--- src/rtl/pio_audio_pwm_pkg.sv ---
// Shared constants for the PWM audio responder: register offsets,
// CTRL/STATUS bit positions and the minimum effective sample period.
package pio_audio_pwm_pkg;
    localparam logic [1:0] REG_CTRL   = 2'd0;
    localparam logic [1:0] REG_DIV    = 2'd1;
    localparam logic [1:0] REG_DATA   = 2'd2;
    localparam logic [1:0] REG_STATUS = 2'd3;

    localparam int CTRL_EN     = 0;
    localparam int CTRL_FLUSH  = 1;

    localparam int ST_EMPTY    = 0;
    localparam int ST_FULL     = 1;
    localparam int ST_UNDERRUN = 2;
    localparam int ST_OVERFLOW = 3;
    localparam int ST_LEVEL    = 16;

    localparam logic [15:0] DIV_MIN = 16'd256;
endpackage

--- src/rtl/sync_fifo.sv ---
// Single-clock sample FIFO with flush; a pop frees a slot for a
// same-cycle push, and flush overrides both.
module sync_fifo #(
    parameter int DEPTH = 16,
    parameter int W     = 16,
    localparam int AW   = $clog2(DEPTH)
) (
    input  logic          clk,
    input  logic          reset,
    input  logic          push,
    input  logic          pop,
    input  logic          flush,
    input  logic [W-1:0]  wdata,
    output logic [W-1:0]  rdata,
    output logic          full,
    output logic          empty,
    output logic [AW:0]   level
);
    logic [W-1:0] r_mem [DEPTH];
    logic [AW:0]  r_wptr;
    logic [AW:0]  r_rptr;
    logic         w_do_pop;
    logic         w_do_push;

    assign level     = r_wptr - r_rptr;
    assign full      = (level == (AW+1)'(DEPTH));
    assign empty     = (level == '0);
    assign rdata     = r_mem[r_rptr[AW-1:0]];
    assign w_do_pop  = pop && !empty && !flush;
    assign w_do_push = push && (!full || w_do_pop) && !flush;

    always_ff @(posedge clk or negedge reset) begin
        if (!reset) begin
            r_wptr <= '0;
            r_rptr <= '0;
        end else if (flush) begin
            r_wptr <= '0;
            r_rptr <= '0;
        end else begin
            if (w_do_push) r_wptr <= r_wptr + 1'b1;
            if (w_do_pop)  r_rptr <= r_rptr + 1'b1;
        end
    end

    always_ff @(posedge clk) begin
        if (w_do_push) r_mem[r_wptr[AW-1:0]] <= wdata;
    end
endmodule

--- src/rtl/pio_audio_pwm.sv ---
// Bus-mapped PWM audio output: sample FIFO drained at a programmable
// rate, each sample rendered as 8-bit PWM on a single pin.
module pio_audio_pwm
    import pio_audio_pwm_pkg::*;
#(
    parameter int          DEPTH     = 16,
    parameter logic [15:0] DIV_RESET = 16'd1134
) (
    input  logic        clk,
    input  logic        reset,
    input  logic        we,
    input  logic [31:0] addr,
    input  logic [31:0] wd,
    output logic [31:0] rd,
    output logic        pwm_out,
    output logic        irq
);
    localparam int LW = $clog2(DEPTH) + 1;

    logic        r_en;
    logic [15:0] r_div;
    logic [15:0] r_tick_cnt;
    logic [15:0] r_cur_sample;
    logic [7:0]  r_duty;
    logic [7:0]  r_pwm_cnt;
    logic        r_underrun;
    logic        r_overflow;
    logic [31:0] r_rd;

    logic [1:0]    w_sel;
    logic          w_wr_ctrl;
    logic          w_wr_div;
    logic          w_wr_status;
    logic          w_flush;
    logic          w_push;
    logic          w_pop;
    logic          w_tick;
    logic [15:0]   w_div_eff;
    logic [15:0]   w_fifo_rdata;
    logic          w_full;
    logic          w_empty;
    logic [LW-1:0] w_level;
    logic [31:0]   w_status;
    logic [31:0]   w_rd_next;
    logic          w_unused;

    assign w_sel       = addr[3:2];
    assign w_wr_ctrl   = we && (w_sel == REG_CTRL);
    assign w_wr_div    = we && (w_sel == REG_DIV);
    assign w_wr_status = we && (w_sel == REG_STATUS);
    assign w_flush     = w_wr_ctrl && wd[CTRL_FLUSH];
    assign w_push      = we && (w_sel == REG_DATA) && !w_flush;
    assign w_div_eff   = (r_div < DIV_MIN) ? DIV_MIN : r_div;
    assign w_tick      = r_en && (r_tick_cnt == w_div_eff - 16'd1);
    assign w_pop       = w_tick && !w_empty && !w_flush;
    assign w_unused    = ^{addr[31:4], addr[1:0], wd[31:16]};

    sync_fifo #(.DEPTH(DEPTH), .W(16)) u_fifo (
        .clk   (clk),
        .reset (reset),
        .push  (w_push),
        .pop   (w_pop),
        .flush (w_flush),
        .wdata (wd[15:0]),
        .rdata (w_fifo_rdata),
        .full  (w_full),
        .empty (w_empty),
        .level (w_level)
    );

    always_comb begin
        w_status = '0;
        w_status[ST_EMPTY]       = w_empty;
        w_status[ST_FULL]        = w_full;
        w_status[ST_UNDERRUN]    = r_underrun;
        w_status[ST_OVERFLOW]    = r_overflow;
        w_status[ST_LEVEL +: LW] = w_level;
    end

    always_comb begin
        w_rd_next = '0;
        unique case (w_sel)
            REG_CTRL:   w_rd_next = {31'b0, r_en};
            REG_DIV:    w_rd_next = {16'b0, r_div};
            REG_DATA:   w_rd_next = '0;
            REG_STATUS: w_rd_next = w_status;
        endcase
    end

    always_ff @(posedge clk or negedge reset) begin
        if (!reset) begin
            r_en         <= 1'b0;
            r_div        <= DIV_RESET;
            r_tick_cnt   <= '0;
            r_cur_sample <= '0;
            r_duty       <= 8'h80;
            r_pwm_cnt    <= '0;
            r_underrun   <= 1'b0;
            r_overflow   <= 1'b0;
            r_rd         <= '0;
        end else begin
            r_rd <= w_rd_next;
            if (w_wr_ctrl) r_en  <= wd[CTRL_EN];
            if (w_wr_div)  r_div <= wd[15:0];

            if (!r_en || w_wr_div || w_tick) r_tick_cnt <= '0;
            else                              r_tick_cnt <= r_tick_cnt + 16'd1;

            if (w_pop) r_cur_sample <= w_fifo_rdata;

            // Duty only moves at the PWM wrap so a period is never split.
            if (!r_en) begin
                r_pwm_cnt <= '0;
            end else begin
                r_pwm_cnt <= r_pwm_cnt + 8'd1;
                if (r_pwm_cnt == 8'hFF) r_duty <= r_cur_sample[15:8] ^ 8'h80;
            end

            if (w_tick && w_empty)                   r_underrun <= 1'b1;
            else if (w_wr_status && wd[ST_UNDERRUN]) r_underrun <= 1'b0;

            if (w_push && w_full && !w_pop)          r_overflow <= 1'b1;
            else if (w_wr_status && wd[ST_OVERFLOW]) r_overflow <= 1'b0;
        end
    end

    assign rd      = r_rd;
    assign pwm_out = r_en && (r_pwm_cnt < r_duty);
    assign irq     = r_en && (w_level < LW'(DEPTH / 2));
endmodule
--- config.mk ---
export PLATFORM = sky130hd
export DESIGN_NAME = pio_audio_pwm
export DESIGN_NICKNAME = d
export VERILOG_FILES = /design/src/rtl/pio_audio_pwm_pkg.sv /design/src/rtl/sync_fifo.sv /design/src/rtl/pio_audio_pwm.sv
export SDC_FILE = /design/constraint.sdc
export NUM_CORES = 1
export LEC_CHECK = 0
export CORE_MARGIN = 4
export CORE_UTILIZATION = 25
export DETAILED_ROUTE_END_ITERATION = 10
export PLACE_DENSITY = 0.51
export SETUP_SLACK_MARGIN = 0.5
export SLEW_MARGIN = 20
export SYNTH_ARGS = -nofsm -noshare
export SYNTH_HDL_FRONTEND = slang
export SYNTH_SLANG_ARGS = --single-unit
--- constraint.sdc ---
create_clock -name clk -period 6.7 [get_ports clk]
set_clock_uncertainty 0.05 [all_clocks]
set_input_delay 2.01 -clock clk [delete_from_list [all_inputs] [get_ports clk]]
set_output_delay 2.01 -clock clk [all_outputs]
set_load 0.05 [all_outputs]
==> After elaboration in Yosys (flattened, before gate mapping) <==
Memory sizes are Yosys's and may differ from the RTL's. A register that Yosys moved wholly into a read port is not among the register bits.
Index checks and enable logic that the tools add are counted.
Widths: inputs -> output; s select.
{ "op_classes": {"add_sub_neg": 6, "multipliers": 0, "div": 0, "n_lt_le_gt_ge": 3, "n_eq_ne": 6, "shift": 0, "n_mux": 14, "bitwise_logic": 1, "n_reduce_logical": 36} }
{ "ops": {"columns": ["operator", "n"], "rows": [
  ["$pmux 32 s4", 1],
  ["$mux 16", 2],
  ["$logic_and 1x1->1", 20],
  ["$mux 5", 4],
  ["$add 16x1->16 const B", 1],
  ["$eq 16x16->1", 1],
  ["$lt 16x9->1 const B", 1],
  ["$sub 16x1->16 const B", 1],
  ["$add 5x1->5 const B", 2],
  ["$add 8x1->8 const B", 1],
  ["$eq 8x8->1 const B", 1],
  ["$lt 8x8->1", 1],
  ["$mux 8", 1],
  ["$reduce_bool 2->1", 4],
  ["$logic_not 1->1", 6],
  ["$mux 1", 6],
  ["$eq 5x5->1 const B", 1],
  ["$logic_not 5->1", 1],
  ["$lt 5x4->1 const B", 1],
  ["$sub 5x5->5", 1],
  ["$eq 2x2->1 const B", 2],
  ["$logic_or 1x1->1", 3],
  ["$eq 2x1->1 const B", 1],
  ["$logic_not 2->1", 1],
  ["other kinds (2)", 2]
]} }
{ "totals": {"register_bits": 93, "latchBits": 0, "mem_bits_rw": 256, "romBits": 0, "input_bits": 67, "output_inout_bits": 34, "wordCells": 77, "n_memories": 1} }
{ "mem_list": {"columns": ["name", "words", "width", "read_ports", "rd_ports_with_merged_regs", "wr", "line_no", "source"], "rows": [
  ["u_fifo.r_mem", 16, 16, 1, 1, 1, "sync_fifo.sv:19", "logic [W-1:0] r_mem [DEPTH];"]
]} }

==> Longest topological paths before layout <==
{ "depth": {"ltp_word": 14, "ltp_mapped": 16, "mapped_depth_nobuf": 12} }

==> Hierarchy <==
Synthesis repeated with hierarchy kept, for this count alone.
{ "hier_totals": {"cells_unflattened": 878, "hier_area_um2": 14732.9} }
{ "modules_own_cells": {"columns": ["mod", "n_inst", "cells_per_inst", "area_each_um2", "seq_area_each_um2"], "rows": [
  ["sync_fifo", 1, 470, 10508.8, 7937.6],
  ["pio_audio_pwm", 1, 408, 4224.1, 2010.7]
]} }

==> Worst setup path after synthesis <==
No wires, ideal clock.
{ "synth_path": {"kind": "flip-flop to flip-flop", "start": "reg r_div[10]", "end": "mem u_fifo.r_mem[15][10] (enable)", "setup_ns": 0.419, "arrival_ns": 4.514, "required_ns": 6.231, "setup_slack_ns": 1.717, "stages_incl_launch_ff": 13, "n_path_buf": 3, "period_less_slack_ns": 4.983, "cell_sequence": "dfstp_2 -> buf_6 -> or4_1 -> clkbuf_2 -> o21ai_0 -> ha_1 -> clkbuf_1 -> o21ai_0 -> a221oi_1 -> o221ai_1 -> nor4_2 -> nand4_2 -> a2111oi_0"} }
{ "synth_between": {"elab_chain_cells": 14} }
{ "synth_rtl": {"columns": ["item", "line_no", "source"], "rows": [
  ["from (decl)", "pio_audio_pwm.sv:21", "logic [15:0] r_div;"],
  ["from (signal assigned)", "pio_audio_pwm.sv:104", "if (w_wr_div) r_div <= wd[15:0];"],
  ["$lt 16x9->1", "pio_audio_pwm.sv:53", "assign w_div_eff = (r_div < DIV_MIN) ? DIV_MIN : r_div;"],
  ["$mux 16 (*)", "pio_audio_pwm.sv:53", null],
  ["$sub 16x1->16 (*)", "pio_audio_pwm.sv:54", "assign w_tick = r_en && (r_tick_cnt == w_div_eff - 16'd1);"],
  ["$eq 16x16->1 (*)", "pio_audio_pwm.sv:54", null],
  ["$logic_and 1x1->1 (*)", "pio_audio_pwm.sv:54", null],
  ["$logic_and 1x1->1 (*) (2 in a row)", "pio_audio_pwm.sv:55", "assign w_pop = w_tick && !w_empty && !w_flush;"],
  ["$logic_and 1x1->1 (*) (2 in a row)", "sync_fifo.sv:29", "assign w_do_pop = pop && !empty && !flush;"],
  ["$logic_or 1x1->1 (*)", "sync_fifo.sv:30", "assign w_do_push = push && (!full || w_do_pop) && !flush;"],
  ["$logic_and 1x1->1 (*) (2 in a row)", "sync_fifo.sv:30", null],
  ["$mux 1 (*)", "sync_fifo.sv:46", "if (w_do_push) r_mem[r_wptr[AW-1:0]] <= wdata;"],
  ["$mux 1 (implied by the code) (*)", "sync_fifo.sv:46", null],
  ["to (decl)", "sync_fifo.sv:19", null]
]} }
Mark *: on every way between the ends. The rest lies on a longest branch, timed or not.

==> Final worst setup path <==
{ "layout_path": {"start": "reg u_fifo.r_rptr[2]", "end": "out irq"} }
{ "layout_between": {"elab_chain_cells": 3} }
{ "layout_rtl": {"columns": ["item", "line_no", "source"], "rows": [
  ["from (decl)", "sync_fifo.sv:21", "logic [AW:0] r_rptr;"],
  ["from (signal assigned)", "sync_fifo.sv:41", "if (w_do_pop) r_rptr <= r_rptr + 1'b1;"],
  ["$sub 5x5->5", "sync_fifo.sv:25", "assign level = r_wptr - r_rptr;"],
  ["$lt 5x4->1", "pio_audio_pwm.sv:129", "assign irq = r_en && (w_level < LW'(DEPTH / 2));"],
  ["$logic_and 1x1->1", "pio_audio_pwm.sv:129", null],
  ["to (decl)", "pio_audio_pwm.sv:16", "output logic irq"]
]} }
No other way between the ends.

==> impl_metrics.py <==
metrics = {
    "status": {
        "status": "completed",
    },
    "logic_synthesis": {
        "netlist_area_um2": 10070,
        "ys_async_sr_fraction_pct": 41.28,
        "yosysWarningCount": 0,
        "yosys_register_bits": 218,
        "synth_top_flop_cell": "edfxtp_1",
        "synthCells": 715,
        "ys_types": 74,
        "synth-seq-area-share_pct": 60.65,
        "synth-edff-count": 128,
        "synth.avg_cell_area_um2": 14.08,
    },
    "critical_path": {
        "crit_buf_inv": 2,
        "cp-startpoint": "u_fifo.r_rptr[2]",
        "crit_path_end_kind": "output pin",
        "start_kind": "register",
        "slowest_stage": "clkdlybuf4s50_1",
        "crit_family": "buffers and inverters",
        "cp_data_required_time_ps": 4640,
        "r2r_start": "r_div[14]",
        "r2r_slack_ps": 1260,
        "r2r_cells": 11,
        "critPathKind": "register to output pin",
        "r2r-end": "u_fifo.r_mem[3][8]",
        "critPathMaxFanout": 11,
        "crit_chain": "inv_1 -> ha_1 -> a21o_1 -> a21oi_1 -> xnor2_1 -> and3_1 -> clkdlybuf4s50_1",
        "cp_slowest_stage_delay_ps": 820,
        "cp.arrival_ps": 3450,
    },
    "min_path": {
        "hold_start": "r_cur_sample[15]",
        "holdPathEnd": "r_duty[7]",
        "holdPathStages": 1,
        "hold_path_class": "register to register",
    },
    "floorplanning": {
        "die_area_um2": 43540,
        "core_um2": 39730,
        "num_rows": 73,
        "initial_core_util_pct": 25.33,
        "ios": 101,
        "dieWidth_um": 208.7,
        "die_height_um": 208.7,
    },
    "finish": {
        "area_delta_synth_final_pct": 17.18,
        "fin_nets": 842,
        "drive_above_1_share_pct": 17.75,
        "fill_cells": 3999,
        "antenna_cells": 0,
    },
    "cts": {
        "cts_tree": "yes",
        "hold_buffers": 0,
        "post_cts_buffers": 0,
        "clock_sink_count": 218,
        "cts_buffers": 25,
        "post_cts_resized": 0,
        "cts_max_path_buffers": 3,
        "clock_latency_ps": 540,
        "clkTransAtPathRegs_ps": 60,
        "root_buffer": "clkbuf_16",
        "h-tree-depth": 1,
    },
    "grt": {
        "antenna_found_initial": 0,
        "grt_pass1_vias": 6086,
        "grt_max_degree": 60,
        "grt-ovfl-total": 0,
        "grt_first_pass_wirelength_um": 36240,
        "grt_use_total_pct": 10.32,
    },
    "placement": {
        "hpwl_um": 14950,
        "io_buffers": 43,
        "gp_congestion": 0.8230,
        "place_ws_ps": 1258,
    },
    "timing": {
        "fin_ws_ps": 1189,
        "maxSlewHeadroom_pct": 45.96,
        "setup_viol": 0,
        "fmax_mhz": 181.5,
        "tightest_slew_ps": 808.1,
        "tns_ps": 0,
        "rsz0062_at_grt": "no",
        "slew_viol_final": 0,
        "final.period_utilization_pct": 82.26,
        "finalHoldViolations": 0,
        "finalCriticalPeriod_ps": 5511,
    },
    "route": {
        "ant_nets": 0,
        "route.detailed.drc": 0,
        "drt_pass1_iterations": 5,
        "wl_um": 22490,
        "drtIter0Drc": 402,
        "routed_via_density": 4.544,
        "wl_per_cell_um": 17.34,
        "vias": 5893,
    },
    "pwr": {
        "p_leak_nw": 4.271,
        "p_per_area_nw_per_um2": 294.8,
        "peakVddDrop_uv": 156.5,
    },
    "flow_run": {
        "maxCapViolCount": 0,
    },
}
## cell families after synthesis
| group | synth area share, % |
|---|---|
| AOI/OAI and AO/OA | 5.320 |
| other | 0.03725 |
| adders and majority gates | 2.561 |
| and+or+nand+nor | 12.13 |
| DFF | 60.65 |
| buffers and inverters | 3.219 |
| xor gates and xnor gates | 3.219 |
| muxes | 12.87 |
## registers in the layout, summed over array words and instances (netlist names)
name and cells:
u_fifo.r_mem 128, r_pwm_cnt 8, r_overflow 1, r_duty 8
r_cur_sample 8, r_div 16, r_tick_cnt 16, r_underrun 1
r_en 1, u_fifo.r_wptr 5, rd 21, u_fifo.r_rptr 5
## cell usage in the layout (no fill, tap or decap), types with 5 or more instances in the layout
| master | netlist | layout |
|---|---|---|
| edfxtp_1 | 128 | 128 |
| dfrtp_1 | 83 | 82 |
| clkdlybuf4s50_1 | 0 | 42 |
| nor2_1 | 41 | 41 |
| mux4_2 | 40 | 40 |
| nand2_1 | 37 | 37 |
| mux2_2 | 27 | 27 |
| clkbuf_16 | 0 | 25 |
| and2_1 | 23 | 23 |
| inv_1 | 22 | 22 |
| o21ai_0 | 21 | 21 |
| xor2_1 | 20 | 20 |
| and3_1 | 19 | 19 |
| ha_1 | 19 | 19 |
| nand3_1 | 18 | 18 |
| xnor2_1 | 17 | 17 |
| a21oi_1 | 14 | 14 |
| conb_1 | 1 | 11 |
| nor2b_1 | 10 | 10 |
| mux2i_1 | 9 | 9 |
| buf_4 | 12 | 9 |
| a21o_1 | 8 | 8 |
| nand2b_1 | 8 | 8 |
| nor3_1 | 7 | 7 |
| dfstp_2 | 7 | 7 |
| nor3b_1 | 6 | 6 |
| clkbuf_1 | 27 | 6 |
| or4_1 | 5 | 5 |
| and4b_1 | 5 | 5 |
| clkinv_2 | 0 | 5 |
## cell usage after synthesis, types with 3 or more instances
| cell type | count | area [um^2] |
|---|---|---|
| a21oi_1 | 14 | 70.07 |
| buf_4 | 12 | 90.09 |
| xor2_1 | 20 | 175.2 |
| nand3_1 | 18 | 90.09 |
| mux2i_1 | 9 | 90.09 |
| o31ai_1 | 3 | 22.52 |
| nand2_1 | 37 | 138.9 |
| nor4_2 | 3 | 37.54 |
| nor3_1 | 7 | 35.03 |
| a21o_1 | 8 | 60.06 |
| inv_1 | 22 | 82.58 |
| clkbuf_1 | 27 | 101.4 |
| dfrtp_1 | 83 | 2077 |
| or4_1 | 5 | 37.54 |
| nor4b_1 | 3 | 26.28 |
| or3_1 | 4 | 25.02 |
| nand4_1 | 3 | 18.77 |
| and2_1 | 23 | 143.9 |
| buf_1 | 4 | 15.01 |
| mux2_2 | 27 | 304.0 |
| nor3b_1 | 6 | 45.04 |
| and4_1 | 3 | 26.28 |
| and3_1 | 19 | 118.9 |
| mux4_2 | 40 | 900.9 |
| o21ai_0 | 21 | 105.1 |
| o2111ai_1 | 3 | 26.28 |
| nand2b_1 | 8 | 50.05 |
| edfxtp_1 | 128 | 3844 |
| nor2_1 | 41 | 153.9 |
| dfstp_2 | 7 | 183.9 |
| ha_1 | 19 | 237.7 |
| buf_2 | 3 | 15.01 |
| xnor2_1 | 17 | 148.9 |
| nor2b_1 | 10 | 62.56 |
| and4b_1 | 5 | 50.05 |
| nor4_1 | 4 | 25.02 |
## how the worst max path moves through the flow
stage | to | slack [ps] | depth (start not counted)
floorplan | u_fifo.r_mem[15][10] | 1720 | 12
global placement | u_fifo.r_mem[3][10] | 1380 | 8
detailed placement | u_fifo.r_mem[3][10] | 1260 | 8
CTS | irq | 1120 | 7
global route | u_fifo.r_mem[3][15] | 750 | 11
finish | irq | 1190 | 7
## area by class of cell
| cell class | count | area (um^2) | share of cell area [%] |
|---|---|---|---|
| Tap cell | 525 | 656.9 | 5.569 |
| Clock buffer | 32 | 661.9 | 5.612 |
| Multi-Input combinational cell | 436 | 3694 | 31.31 |
| Inverter | 23 | 86.33 | 0.7319 |
| Clock inverter | 12 | 102.6 | 0.8698 |
| Timing Repair Buffer | 51 | 488.0 | 4.137 |
| Sequential cell | 218 | 6106 | 51.77 |
## metal layers
metal  vias up  GRT usage [%]  wire [um]
met4         0          2.138        443
met2       137          15.74      10110
met1      2981          15.36      10820
met5         -              0          0
met3        39          2.057       1110
li1       2736              -          -
## report_power, final
group          switching (mW)  internal [mW]  leakage, nW
Clock                   0.542          0.739        0.375
Combinational           0.359          0.238         1.56
Sequential             0.0974           1.50         2.34
Total                   0.999           2.48         4.27
## through the flow
stage	utilization, %	power (mW)	hold slack [ps]	std cells	instance area (um^2)
5_1_grt	29.69	3.656	407.6	1297	11800
3_5_place_dp	27.76	2.224	353.6	1253	11030
4_1_cts	29.69	3.527	361.8	1297	11800
3_3_place_gp	27.76	2.219	343.3	1253	11030
6_report	29.69	3.477	363.3	1297	11800
2_1_floorplan	-	2.022	328.9	725	10100
Power figures use the tool's default switching activity.
==> RTL change (config.mk and constraints unchanged) <==
`DEPTH` is set to 16 in 2 places; all go to 8.
--- a/src/rtl/sync_fifo.sv
+++ b/src/rtl/sync_fifo.sv
@@ -1,7 +1,7 @@
 // Single-clock sample FIFO with flush; a pop frees a slot for a
 // same-cycle push, and flush overrides both.
 module sync_fifo #(
-    parameter int DEPTH = 16,
+    parameter int DEPTH = 8,
     parameter int W     = 16,
     localparam int AW   = $clog2(DEPTH)
 ) (
--- a/src/rtl/pio_audio_pwm.sv
+++ b/src/rtl/pio_audio_pwm.sv
@@ -3,7 +3,7 @@
 module pio_audio_pwm
     import pio_audio_pwm_pkg::*;
 #(
-    parameter int          DEPTH     = 16,
+    parameter int          DEPTH     = 8,
     parameter logic [15:0] DIV_RESET = 16'd1134
 ) (
     input  logic        clk,
Check against the original RTL: not equivalent (Yosys sat finds a counterexample within 10 cycles, from zero or initial values and one cycle with reset low).
==> RTL change against the original RTL <==
- clock power fell by 25%
- wire length is 30% lower
- synthesized cell count decreased by 17%
- maximum frequency is 1.2% lower
- synthesized area down 28%
- combinational power decreased by 19%
- sequential cell count fell by 67
- final area shrank 27%
- power decreased by 26%
- count of clock-buffer cells in the layout is 15 lower
- die area is 27% lower
- worst setup slack got worse by 0.068 ns
- critical path type unchanged
==> RTL change: results <==
export IMPL_wl_met1_mm=7.469
export IMPL_dp_slack_ns=1.492
export IMPL_pwr_share_seq_pct=43.8
export IMPL_grt_max_degree=50
export IMPL_synth_mux_area_share_pct=10.34
export IMPL_synth_cells=592
export IMPL_cts_max_level=4
export IMPL_multi_input_gates=391
export IMPL_cts_buffers=17
export IMPL_antenna_found_initial=1
export IMPL_critPathLaunch="u_fifo.r_rptr[1]$_DFFE_PN0P_"
export IMPL_outcome="complete, no violations"
export IMPL_leakagePower_uw=0.003374
export IMPL_async_flop_share_pct=57.62
export IMPL_synth_edf_count=64
export IMPL_nonClkBufAreaFrac_pct=5.877
export IMPL_inv_count=18
export IMPL_clkCellAreaFrac_pct=6.992
export IMPL_layout_drive_gt1_share_pct=14.86
export IMPL_portBuffers=42
export IMPL_ys_ff_latch=151
export IMPL_power_uw=2576
export IMPL_cts_buffer_depth=2
export IMPL_n_fill_cell=2902
export IMPL_drt_total_wl_mm=15.75
export IMPL_initialDrtViolationCount=280
export IMPL_synth_seq_area_share_pct=56.74
export IMPL_use_met1_pct=14.26
export IMPL_track_usage_pct=10.59
export IMPL_synth_fa_ha_area_share_pct=2.869
export IMPL_p_sw_share_pct=31.37
export IMPL_tightest_slew_ns=0.9422
export IMPL_yosysUniqueCellTypes=67
export IMPL_dp_cells=998
export IMPL_fin_nets=716
export IMPL_reg2reg_slack_ns=1.93
export IMPL_buffers=54
export IMPL_regToRegEndpoint="u_fifo.r_mem[1][11]$_DFFE_PP_"
export IMPL_top_layer_used="met5"
export IMPL_dr_total_vias=4544
export IMPL_wire_per_inst_um=15.29
export IMPL_r2r_start="r_div[11]$_DFFE_PN0P_"
export IMPL_routabilityCongestion=0.8028
export IMPL_firstDrtPassIters=4
export IMPL_reg2regPathDepth=13
export IMPL_met2_usage_pct=16.10
export IMPL_grt_pass1_wl_mm=25.61
export IMPL_synthTopCellsByArea="dfrtp_1 28%, edfxtp_1 27%, mux4_2 5.0%, nand2_1 3.0%, mux2_2 2.8%"
export IMPL_cp_arrival_ns=3.52
export IMPL_dr_wl_met2_mm=7.019
export IMPL_grt_pass1_vias=4556
export IMPL_power_density_nw_per_um2=298.0
export IMPL_grtUsageMet3_pct=3.391
export IMPL_largest_reg_flops=64
RTL change: cell types whose count changed in the layout (fill, tap and decap cells not counted), moves of 6 or more:
cell	before	now
mux2_2	27	18
edfxtp_1	128	64
nor4_1	4	13
and3_1	19	13
mux2_1	0	8
nand2_1	37	57
mux4_2	40	16
clkbuf_16	25	17
clkbuf_1	6	0
RTL change: kinds of logic (layout without fill, tap and decap cells):
logic type / Yosys count / after routing
AND/OR/NAND/NOR: 209 / 209
buffers and inverters: 61 / 104
flip-flops: 151 / 151
multiplexers: 51 / 51
AO/OA/AOI/OAI: 67 / 67
adder cells (fa/ha/maj): 16 / 16
other: 1 / 12
XOR/XNOR: 36 / 36
RTL change: critical path, cell delays in order (launching register included):
cell and delay, ns:
dfrtp_1 0.96, inv_1 0.10, ha_1 0.31, nor2b_1 0.12
o21ai_0 0.16, nand2b_1 0.09, xnor2_1 0.34, and3_1 0.21
clkdlybuf4s50_1 0.80
